<file path="src/rtl/jt12_slotreg.sv">
// Per-slot register bank and slot sequencer for the FM core.
// Walks CH x OPS operator slots (channel inner, operator outer) on clk_en,
// presents the stored word of the current slot, and commits one pending
// CPU write (optionally broadcast across all channels of one operator)
// when the sequencer reaches the target slot(s).
module jt12_slotreg #(
    parameter int unsigned CH  = 6,
    parameter int unsigned OPS = 4,
    parameter int unsigned W   = 16,
    localparam int unsigned CHW = $clog2(CH),
    localparam int unsigned OPW = $clog2(OPS)
) (
    input  logic           clk,
    input  logic           rst,
    input  logic           clk_en,
    input  logic           wr,
    input  logic [CHW-1:0] wr_ch,
    input  logic [OPW-1:0] wr_op,
    input  logic           wr_bcast,
    input  logic [W-1:0]   wr_mask,
    input  logic [W-1:0]   wr_data,
    output logic           busy,
    output logic           ovf,
    output logic [CHW-1:0] cur_ch,
    output logic [OPW-1:0] cur_op,
    output logic           zero,
    output logic [W-1:0]   slot_data
);

    localparam int unsigned NSLOT = CH * OPS;
    localparam int unsigned SW    = $clog2(NSLOT);
    localparam int unsigned CHW1  = CHW + 1;
    localparam int unsigned OPW1  = OPW + 1;

    // Flat slot index: operator row major, channel within the row.
    function automatic logic [SW-1:0] slot_idx(input logic [OPW-1:0] op,
                                               input logic [CHW-1:0] ch);
        slot_idx = SW'(op) * SW'(CH) + SW'(ch);
    endfunction

    // Sequencer and output registers
    logic [CHW-1:0] cur_ch_q, cur_ch_d;
    logic [OPW-1:0] cur_op_q, cur_op_d;
    logic           zero_q, zero_d;
    logic [W-1:0]   slot_data_q, slot_data_d;
    logic           busy_q, busy_d;
    logic           ovf_q, ovf_d;

    // Pending request
    logic [CHW-1:0] pend_ch_q, pend_ch_d;
    logic [OPW-1:0] pend_op_q, pend_op_d;
    logic           pend_bcast_q, pend_bcast_d;
    logic [W-1:0]   pend_mask_q, pend_mask_d;
    logic [W-1:0]   pend_data_q, pend_data_d;
    logic [CHW-1:0] bcnt_q, bcnt_d;

    // Storage
    logic [W-1:0]   mem_q [NSLOT];

    // Combinational helpers
    logic [SW-1:0]  cur_slot_c;
    logic [SW-1:0]  nxt_slot_c;
    logic           in_range_c;
    logic           hit_c;
    logic [W-1:0]   merged_c;

    // Range check on the incoming request; channel is don't-care in broadcast
    always_comb begin
        in_range_c = 1'b1;
        if (!wr_bcast && !({1'b0, wr_ch} < CHW1'(CH))) begin
            in_range_c = 1'b0;
        end
        if (!({1'b0, wr_op} < OPW1'(OPS))) begin
            in_range_c = 1'b0;
        end
    end

    // Commit detection and the masked merge for the current slot
    always_comb begin
        cur_slot_c = slot_idx(cur_op_q, cur_ch_q);
        hit_c      = 1'b0;
        if (busy_q && (cur_op_q == pend_op_q)) begin
            hit_c = pend_bcast_q || (cur_ch_q == pend_ch_q);
        end
        merged_c = (mem_q[cur_slot_c] & ~pend_mask_q) | (pend_data_q & pend_mask_q);
    end

    // Next-state for sequencer, handshake and outputs
    always_comb begin
        cur_ch_d     = cur_ch_q;
        cur_op_d     = cur_op_q;
        zero_d       = zero_q;
        slot_data_d  = slot_data_q;
        busy_d       = busy_q;
        ovf_d        = 1'b0;
        pend_ch_d    = pend_ch_q;
        pend_op_d    = pend_op_q;
        pend_bcast_d = pend_bcast_q;
        pend_mask_d  = pend_mask_q;
        pend_data_d  = pend_data_q;
        bcnt_d       = bcnt_q;
        nxt_slot_c   = '0;

        // Slot advance: channel wraps into the next operator row
        if (cur_ch_q == CHW'(CH - 1)) begin
            cur_ch_d = '0;
            if (cur_op_q == OPW'(OPS - 1)) begin
                cur_op_d = '0;
            end else begin
                cur_op_d = cur_op_q + OPW'(1);
            end
        end else begin
            cur_ch_d = cur_ch_q + CHW'(1);
        end
        zero_d     = (cur_ch_d == '0) && (cur_op_d == '0);
        nxt_slot_c = slot_idx(cur_op_d, cur_ch_d);

        // Next slot's word, forwarding a same-edge commit to that slot
        if (hit_c && (nxt_slot_c == cur_slot_c)) begin
            slot_data_d = merged_c;
        end else begin
            slot_data_d = mem_q[nxt_slot_c];
        end

        // Commit side: broadcast finishes after CH channel updates
        if (hit_c) begin
            if (pend_bcast_q) begin
                if (bcnt_q == CHW'(CH - 1)) begin
                    busy_d = 1'b0;
                    bcnt_d = '0;
                end else begin
                    bcnt_d = bcnt_q + CHW'(1);
                end
            end else begin
                busy_d = 1'b0;
            end
        end

        // Request side: a busy bank or a bad target drops the request
        if (wr) begin
            if (busy_q || !in_range_c) begin
                ovf_d = 1'b1;
            end else begin
                busy_d       = 1'b1;
                pend_ch_d    = wr_ch;
                pend_op_d    = wr_op;
                pend_bcast_d = wr_bcast;
                pend_mask_d  = wr_mask;
                pend_data_d  = wr_data;
                bcnt_d       = '0;
            end
        end
    end

    // State registers, advancing only on clk_en
    always_ff @(posedge clk or posedge rst) begin
        if (rst) begin
            cur_ch_q     <= '0;
            cur_op_q     <= '0;
            zero_q       <= 1'b1;
            slot_data_q  <= '0;
            busy_q       <= 1'b0;
            ovf_q        <= 1'b0;
            pend_ch_q    <= '0;
            pend_op_q    <= '0;
            pend_bcast_q <= 1'b0;
            pend_mask_q  <= '0;
            pend_data_q  <= '0;
            bcnt_q       <= '0;
        end else if (clk_en) begin
            cur_ch_q     <= cur_ch_d;
            cur_op_q     <= cur_op_d;
            zero_q       <= zero_d;
            slot_data_q  <= slot_data_d;
            busy_q       <= busy_d;
            ovf_q        <= ovf_d;
            pend_ch_q    <= pend_ch_d;
            pend_op_q    <= pend_op_d;
            pend_bcast_q <= pend_bcast_d;
            pend_mask_q  <= pend_mask_d;
            pend_data_q  <= pend_data_d;
            bcnt_q       <= bcnt_d;
        end
    end

    // Slot storage, written only at the current slot on a commit edge
    always_ff @(posedge clk or posedge rst) begin
        if (rst) begin
            for (int i = 0; i < int'(NSLOT); i++) begin
                mem_q[i] <= '0;
            end
        end else if (clk_en && hit_c) begin
            mem_q[cur_slot_c] <= merged_c;
        end
    end

    assign cur_ch    = cur_ch_q;
    assign cur_op    = cur_op_q;
    assign zero      = zero_q;
    assign slot_data = slot_data_q;
    assign busy      = busy_q;
    assign ovf       = ovf_q;

endmodule

</file>
<file path="config.mk">
export PLATFORM = sky130hd
export DESIGN_NAME = jt12_slotreg
export DESIGN_NICKNAME = d
export VERILOG_FILES = /design/src/rtl/jt12_slotreg.sv
export SDC_FILE = /design/constraint.sdc
export NUM_CORES = 1
export LEC_CHECK = 0
export ABC_AREA = 0
export CORE_AREA = 4 4 237 239
export CTS_BUF_LIST = sky130_fd_sc_hd__clkbuf_16
export DETAILED_ROUTE_END_ITERATION = 10
export DIE_AREA = 0 0 241 243
export PLACE_DENSITY = 0.64
export SLEW_MARGIN = 20
export SYNTH_ARGS = -nofsm -noshare
export SYNTH_HDL_FRONTEND = slang
export SYNTH_SLANG_ARGS = --single-unit
</file>
<file path="constraint.sdc">
create_clock -name clk -period 19.05 [get_ports clk]
set_input_delay 5.715 -clock clk [delete_from_list [all_inputs] [get_ports clk]]
set_output_delay 5.715 -clock clk [all_outputs]
set_load 0.01 [all_outputs]
</file>
Word-level counts from Yosys, hierarchy flattened

Cells that the tools add are included.

Flip-flop bits (word level): 449
Input port bits: 42
Output and inout port bits: 24
Logic and storage cells: 99

Add/subtract/negate cells: 5
$mul: 2
$lt $le $gt $ge: 4
Equality and inequality tests: 6
Multiplexer cells: 26
Bitwise operators: 7
Reduce and logical (&&, ||, !) cells: 13

Operator list:

| kind                                                                          | count |
|---|---|
| 384-bit bitwise mux                                                           | 1 |
| 16-bit binary-select mux with 5-bit select                                    | 2 |
| 16-bit 2-to-1 mux                                                             | 6 |
| 16-bit demux with 5-bit select                                                | 1 |
| 16-bit bitwise AND                                                            | 2 |
| 3-bit 2-to-1 mux                                                              | 6 |
| 16-bit NOT                                                                    | 1 |
| 16-bit bitwise OR                                                             | 1 |
| 6-bit >= comparator (second input constant)                                   | 2 |
| 5-bit NOT with 6-bit output                                                   | 2 |
| 5-bit by 3-bit adder with 5-bit output                                        | 2 |
| 2-bit by 2-bit multiplier with 4-bit output (second input constant)           | 2 |
| 1-bit 2-to-1 mux                                                              | 8 |
| 3-bit by 1-bit adder with 3-bit output (second input constant)                | 2 |
| 3-bit equality test (second input constant)                                   | 2 |
| 1-bit logical AND                                                             | 6 |
| 6-bit by 1-bit less-than comparator with 1-bit output (second input constant) | 1 |
| 5-bit equality test                                                           | 1 |
| 2-bit 2-to-1 mux                                                              | 2 |
| 3-bit equality test                                                           | 1 |
| 3-bit logical NOT                                                             | 1 |
| 3-bit less-than comparator (second input constant)                            | 1 |
| 3-bit AND reduction                                                           | 1 |
| 2-bit by 1-bit adder with 2-bit output (second input constant)                | 1 |
| 6 further kinds                                                               | 8 |

Longest topological paths before layout

Gate-level depths: netlist (run 1).

Word-level depth: 10
Mapped depth: 17
Depth with buffers taken out: 12

Worst setup path after synthesis (run 1)

No wires, ideal clock.

Kind: in2reg
Start: input port clk_en
End: register mem_q[290] in the netlist's numbering
Setup time: 0.083 ns
Data arrival time: 7.192 ns
Setup slack: 11.776 ns
Stages: 8
Path through: clkbuf_1 -> nand2_1 -> nor4b_2 -> and2_1 -> buf_2 -> nand3_1 -> clkbuf_1 -> o21ai_0

Cells in the longest elaborated chain, start to end: 1

RTL lines:

| element                        | RTL line | source |
|---|---|---|
| start: declaration             | 15       | `input logic clk_en,` |
| 1-bit logical AND              | 192      | `end else if (clk_en && hit_c) begin` |
| end signal: indexed assignment | 193      | `mem_q[cur_slot_c] <= merged_c;` |
| end: declaration               | 58       | `logic [W-1:0] mem_q [NSLOT];` |

No other way between the ends.
A chain may end at the register's enable or synchronous reset.

Final worst setup path (run 1)

Start: input port clk_en
End: register mem_q[294] in the netlist's numbering

Same word-level chain as after synthesis.

==> run_results.csv, run 1 <==
group,metric,value,unit
run_status,run_status,"completed",
hold_path,min-delay-start,"zero$_DFFE_PP1P_",
synthesis,netlist_area,0.02406,sq mm
die,start_util,44.71,%
worst_setup_path,cp_max_fo,51,
cells_and_area,nFillCells,4769,
clock_tree,clkTransAtPathRegs,0.06,ns
clock_tree,htree_levels,2,
synthesis,syn_inst,2177,
global_routing,antenna_found_initial,0,
clock_tree,root_buffer,"clkbuf_16",
timing,finalSetupViolations,0,
timing,finalSetupTns,0,ns
worst_setup_path,cpPeakStageDelay,0.93,ns
clock_tree,ctsResizeCount,0,
drt,viasPerCell,6.539,
die,die_w,241,um
worst_setup_path,crit_chain,"buf_2, buf_4, nand2_1, nor4b_2, buf_4, and2_1, nand3_1, o21ai_0",
clock_tree,clkLatencyLatePin,0.61,ns
timing,slew_viol_final,0,
cells_and_area,antenna_cells,0,
worst_setup_path,crit_required,19.52,ns
timing,fmax,0.1187,GHz
drt,drtIter0Drc,2184,
placed_design,dp_hpwl,47120,um
timing,period_share,44.23,%
synthesis,seq_area_frac_synth,46.70,%
timing,hold_viol,0,
cells_and_area,register_area,0.01124,sq mm
global_routing,grt_pass1_vias,19080,
synthesis,syn_nets,2229,
worst_setup_path,cp-start-kind,"input port",
clock_tree,cts_hold_buf,0,
global_routing,grt_pass1_wl,121000,um
synthesis,ys_ff_latch,449,
die,rows,85,
worst_setup_path,rr_startpoint,"cur_ch[0]$_DFFE_PP0P_",
synthesis,async_reset_ff_share,100.0,%
placed_design,port_buffers,65,
clock_tree,cts_tree,"yes",
synthesis,yosys.cell_types.count,57,
cells_and_area,layout_commonest_cell,"dfrtp_1",
worst_setup_path,path_buf_inv,3,
die,io_pins,66,
timing,maxSlewHeadroom,19.34,%
drt,wire_per_inst,27.69,um
worst_setup_path,arrival,8.90,ns
die,dieHeight,243,um
worst_setup_path,critical-path-top-delay-family,"simple AND/OR/NAND/NOR gates",
cells_and_area,nets,2211,
drt,antenna_left,0,
clock_tree,cts_sinks,449,
cells_and_area,multi_input_area,0.01191,sq mm
drt,vias,18930,
global_routing,gr-total-overflow,0,
clock_tree,clockBufferDepth,3,
worst_setup_path,crit_slowest_cell,"nand3_1",
global_routing,grt_max_degree,179,
flow_run,drv_cap,0,
synthesis,synth_edf_count,0,
die,dieArea,0.05856,sq mm
timing,rsz0062_at_grt,"false",
timing,worst_pin_slew,1.207,ns
synthesis,synth.avg_cell_area,11.05,sq um
cells_and_area,layout_common_cells,"447 x dfrtp_1, 369 x o21ai_0, 319 x nand2_1",
timing,skew,0.02346,ns
synthesis,ys_warn_count,0,
worst_setup_path,setup.worst_path.end_class,"flip-flop",
drt,dr.pass1.iters,6,
worst_setup_path,cp_common_cell,"buf_4",
die,core-area,0.05381,sq mm
hold_path,hp-class,"reg -> reg",
worst_setup_path,crit_type,"in -> reg",
cells_and_area,drive_above_1_share,22.19,%
global_routing,grt.total_usage,27.08,%
synthesis,ys.flop_type,"dfrtp_1",
clock_tree,cts_setup_buffers,0,
placed_design,place_congestion,0.8674,
timing,min_period,8.426,ns
worst_setup_path,crit_start,"clk_en",
drt,wl,80180,um
clock_tree,numCtsBuffers,50,
cells_and_area,areaGrowthSynthToFinish,12.06,%
drt,drc,0,
==> tightest hold or removal path: stages, from the launching register on <==
cell and delay [ns]:
dfstp_2 0.37, inv_1 0.05, o32ai_1 0.07
==> area by class of cell <==
| cell class | count | share of cell area [%] |
|---|---|---|
| Timing Repair Buffer | 121 | 4.121 |
| Sequential cell | 449 | 41.69 |
| Clock inverter | 39 | 1.183 |
| Clock buffer | 53 | 4.919 |
| Inverter | 47 | 0.6821 |
| Tap cell | 696 | 3.230 |
| Multi-Input combinational cell | 1490 | 44.18 |
==> sequential cells by signal (all words and copies together) (netlist names) <==
name,flops
cur_op,2
pend_data_q,16
cur_ch,3
slot_data,16
pend_bcast_q,1
busy,1
zero,1
mem_q,384
pend_ch_q,3
ovf,1
pend_op_q,2
pend_mask_q,16
bcnt_q,3
==> per-stage QoR <==
stage	instance area, sq um	instances	hold slack (ns)	utilization (%)	worst slack, ns
after floorplan	24060	2177	0.4569	-	0.8230
after global placement	25240	2802	0.4739	46.90	10.19
after detailed placement	25290	2803	0.4860	47.00	10.13
after CTS	26940	2895	0.4955	50.06	10.75
after global routing	26960	2895	0.5150	50.10	10.50
final	26960	2895	0.4969	50.10	10.62
==> logic make-up after synthesis <==
group,after synthesis,share of synthesized area (%)
multiplexers,367,22.06
adder cells (fa/ha/maj),10,0.5824
AO/OA/AOI/OAI,682,18.12
buffers and inverters,238,4.826
XOR/XNOR,6,0.2184
AND/OR/NAND/NOR,425,7.493
flip-flops,449,46.70
==> Yosys cell counts, drive strengths merged (19+ instances only) <==
| master | count | share of area [%] |
|---|---|---|
| o21ai | 474 | 11 |
| dfrtp | 448 | 47 |
| nand2 | 324 | 5.1 |
| mux2 | 153 | 7.2 |
| mux4 | 112 | 10 |
| clkbuf | 103 | 1.7 |
| mux2i | 102 | 4.4 |
| buf | 88 | 2.4 |
| a22o | 49 | 1.8 |
| o22ai | 49 | 1.3 |
| a211oi | 48 | 1.5 |
| inv | 47 | 0.73 |
| nand3 | 46 | 0.96 |
| nand2b | 19 | 0.49 |
| o2111ai | 19 | 0.69 |
==> metal layers <==
layer	part of all wire, %	wire length, um	global-route usage (%)	up-vias
li1	-	-	-	8004
met1	40	31850	36.65	9680
met2	46	37190	42.12	1023
met3	9.6	7736	6.641	222
met4	4.2	3392	10.80	0
met5	0	0	0	-
==> final timing paths <==
path                                             to  slack, ns  cells after the start
setup reg to reg           slot_data[0]$_DFFE_PP0P_      13.67                      9
max in group asynchronous    mem_q[313]$_DFFE_PP0P_      11.16                      4
hold / removal                     zero$_DFFE_PP1P_       0.50                      2
hold reg to reg                    zero$_DFFE_PP1P_       0.50                      2
setup / recovery             mem_q[294]$_DFFE_PP0P_      10.62                      8
min in group asynchronous     mem_q[32]$_DFFE_PP0P_       5.63                      2
Power of run 1 is not shown: default switching activity piles up to over one toggle a cycle in this logic, so the estimate is an artifact.
==> run 2: changes to the inputs <==
- PLACE_DENSITY: 0.64 -> 0.62
- clock period: 19.05 -> 8 ns (I/O delays scaled with it)
==> run_results.csv, run 2 (synthesis gave the netlist of run 1 again) <==
group,metric,value,unit
worst_setup_path,setup.worst_path.end_class,"flip-flop",
worst_setup_path,crit_type,"reg -> reg",
global_routing,antenna_found_initial,1,
global_routing,gr-total-overflow,0,
timing,rsz0062_at_grt,"false",
die,core-area,0.05381,sq mm
drt,antenna_left,0,
clock_tree,numCtsBuffers,49,
drt,wl,79830,um
cells_and_area,final_util,49.96,%
cells_and_area,regMostFlops,"mem_q",
hold_path,holdPathStages,2,
clock_tree,clockBufferDepth,3,
worst_setup_path,crit_required,8.44,ns
die,die_w,241,um
global_routing,grt_max_degree,161,
die,rows,85,
timing,hold_viol,0,
clock_tree,ctsResizeCount,0,
clock_tree,htree_levels,2,
cells_and_area,layout_common_cells,"447 x dfrtp_1, 369 x o21ai_0, 319 x nand2_1",
cells_and_area,areaGrowthSynthToFinish,11.74,%
timing,finalSetupViolations,0,
cells_and_area,nFillCells,4806,
clock_tree,cts_sinks,449,
die,dieHeight,243,um
hold_path,hp-class,"reg -> reg",
cells_and_area,largest_reg_flops,384,
drt,wire_per_inst,27.59,um
clock_tree,clkTransAtPathRegs,0.06,ns
timing,slew_viol_final,0,
worst_setup_path,cp-start-kind,"flip-flop",
global_routing,grt.total_usage,27.10,%
run_status,run_status,"completed",
drt,vias,18970,
placed_design,port_buffers,65,
clock_tree,clkLatencyLatePin,0.60,ns
clock_tree,cts_tree,"yes",
timing,fmax,0.1870,GHz
worst_setup_path,arrival,5.79,ns
cells_and_area,nets,2209,
worst_setup_path,cp_max_fo,50,
worst_setup_path,rr_worst_depth,9,
placed_design,dp_hpwl,47610,um
die,dieArea,0.05856,sq mm
drt,viasPerCell,6.556,
placed_design,place_congestion,0.8483,
timing,min_period,5.347,ns
clock_tree,root_buffer,"clkbuf_16",
die,io_pins,66,
global_routing,grt_pass1_wl,120800,um
timing,skew,0.02192,ns
die,start_util,44.71,%
drt,drc,0,
global_routing,grt_pass1_vias,18670,
clock_tree,cts_setup_buffers,0,
timing,period_share,66.83,%
cells_and_area,layout_commonest_cell,"dfrtp_1",
drt,drtIter0Drc,2300,
timing,finalSetupTns,0,ns
clock_tree,cts_hold_buf,0,
timing,whs,0.4819,ns
timing,maxSlewHeadroom,19.64,%
cells_and_area,drive_above_1_share,22.03,%
timing,worst_pin_slew,1.198,ns
flow_run,drv_cap,0,
drt,dr.pass1.iters,5,
run 2: cell types whose count changed in the layout (fill, tap and decap cells not counted), sizes merged:
cell / previous run / this run
inv: 57 / 56
diode: 0 / 1
bufinv: 6 / 5
clkinvlp: 2 / 3
buf: 57 / 56
clkbuf: 53 / 51
clkinv: 21 / 23
run 2: per-layer routing:
| metal | global-route usage, % | vias up | share of wire (%) |
|---|---|---|---|
| li1 | - | 7985 | - |
| met1 | 36.79 | 9749 | 40 |
| met2 | 40.87 | 1007 | 45 |
| met3 | 7.810 | 232 | 10 |
| met4 | 11.39 | 0 | 4.5 |
| met5 | 0 | - | 0 |
run 2: final cells by class:
type	count	area [sq um]	share of cell area [%]
antenna	1	2.502	0.009308
clock buffer	51	1276	4.747
clock inverter	40	314.1	1.168
inverter	47	180.2	0.6701
multi-input combinational	1490	11910	44.28
sequential	449	11240	41.81
tap	696	870.8	3.239
timing repair buffer	120	1096	4.077
run 2: path summary, 6_finish.rpt:
kind	startpoint	endpoint	slack, ns
min in group asynchronous	rst	mem_q[65]$_DFFE_PP0P_	2.17
setup reg to reg	cur_ch[0]$_DFFE_PP0P_	slot_data[11]$_DFFE_PP0P_	2.65
hold / removal	zero$_DFFE_PP1P_	zero$_DFFE_PP1P_	0.48
hold reg to reg	zero$_DFFE_PP1P_	zero$_DFFE_PP1P_	0.48
setup / recovery	cur_ch[0]$_DFFE_PP0P_	slot_data[11]$_DFFE_PP0P_	2.65
max in group asynchronous	rst	mem_q[281]$_DFFE_PP0P_	4.34
run 2: worst max-delay path: stages (launching register included):
cell and delay, ns:
dfrtp_4 0.87, nand3b_1 0.25, o21ai_0 0.43, ha_1 0.35
fa_4 1.44, buf_4 0.58, mux4_2 0.43, mux4_2 0.58
inv_1 0.10, o221ai_1 0.10
run 2: stage by stage:
stage / worst slack [ns] / instance area (sq um) / instances
after global routing: 2.463 / 26880 / 2893
final: 2.653 / 26890 / 2894
after floorplan: -0.4703 / 24070 / 2177
after detailed placement: 2.407 / 25280 / 2802
after global placement: 2.553 / 25260 / 2802
after CTS: 2.654 / 26870 / 2893
Power of run 2 is left out for the same reason.
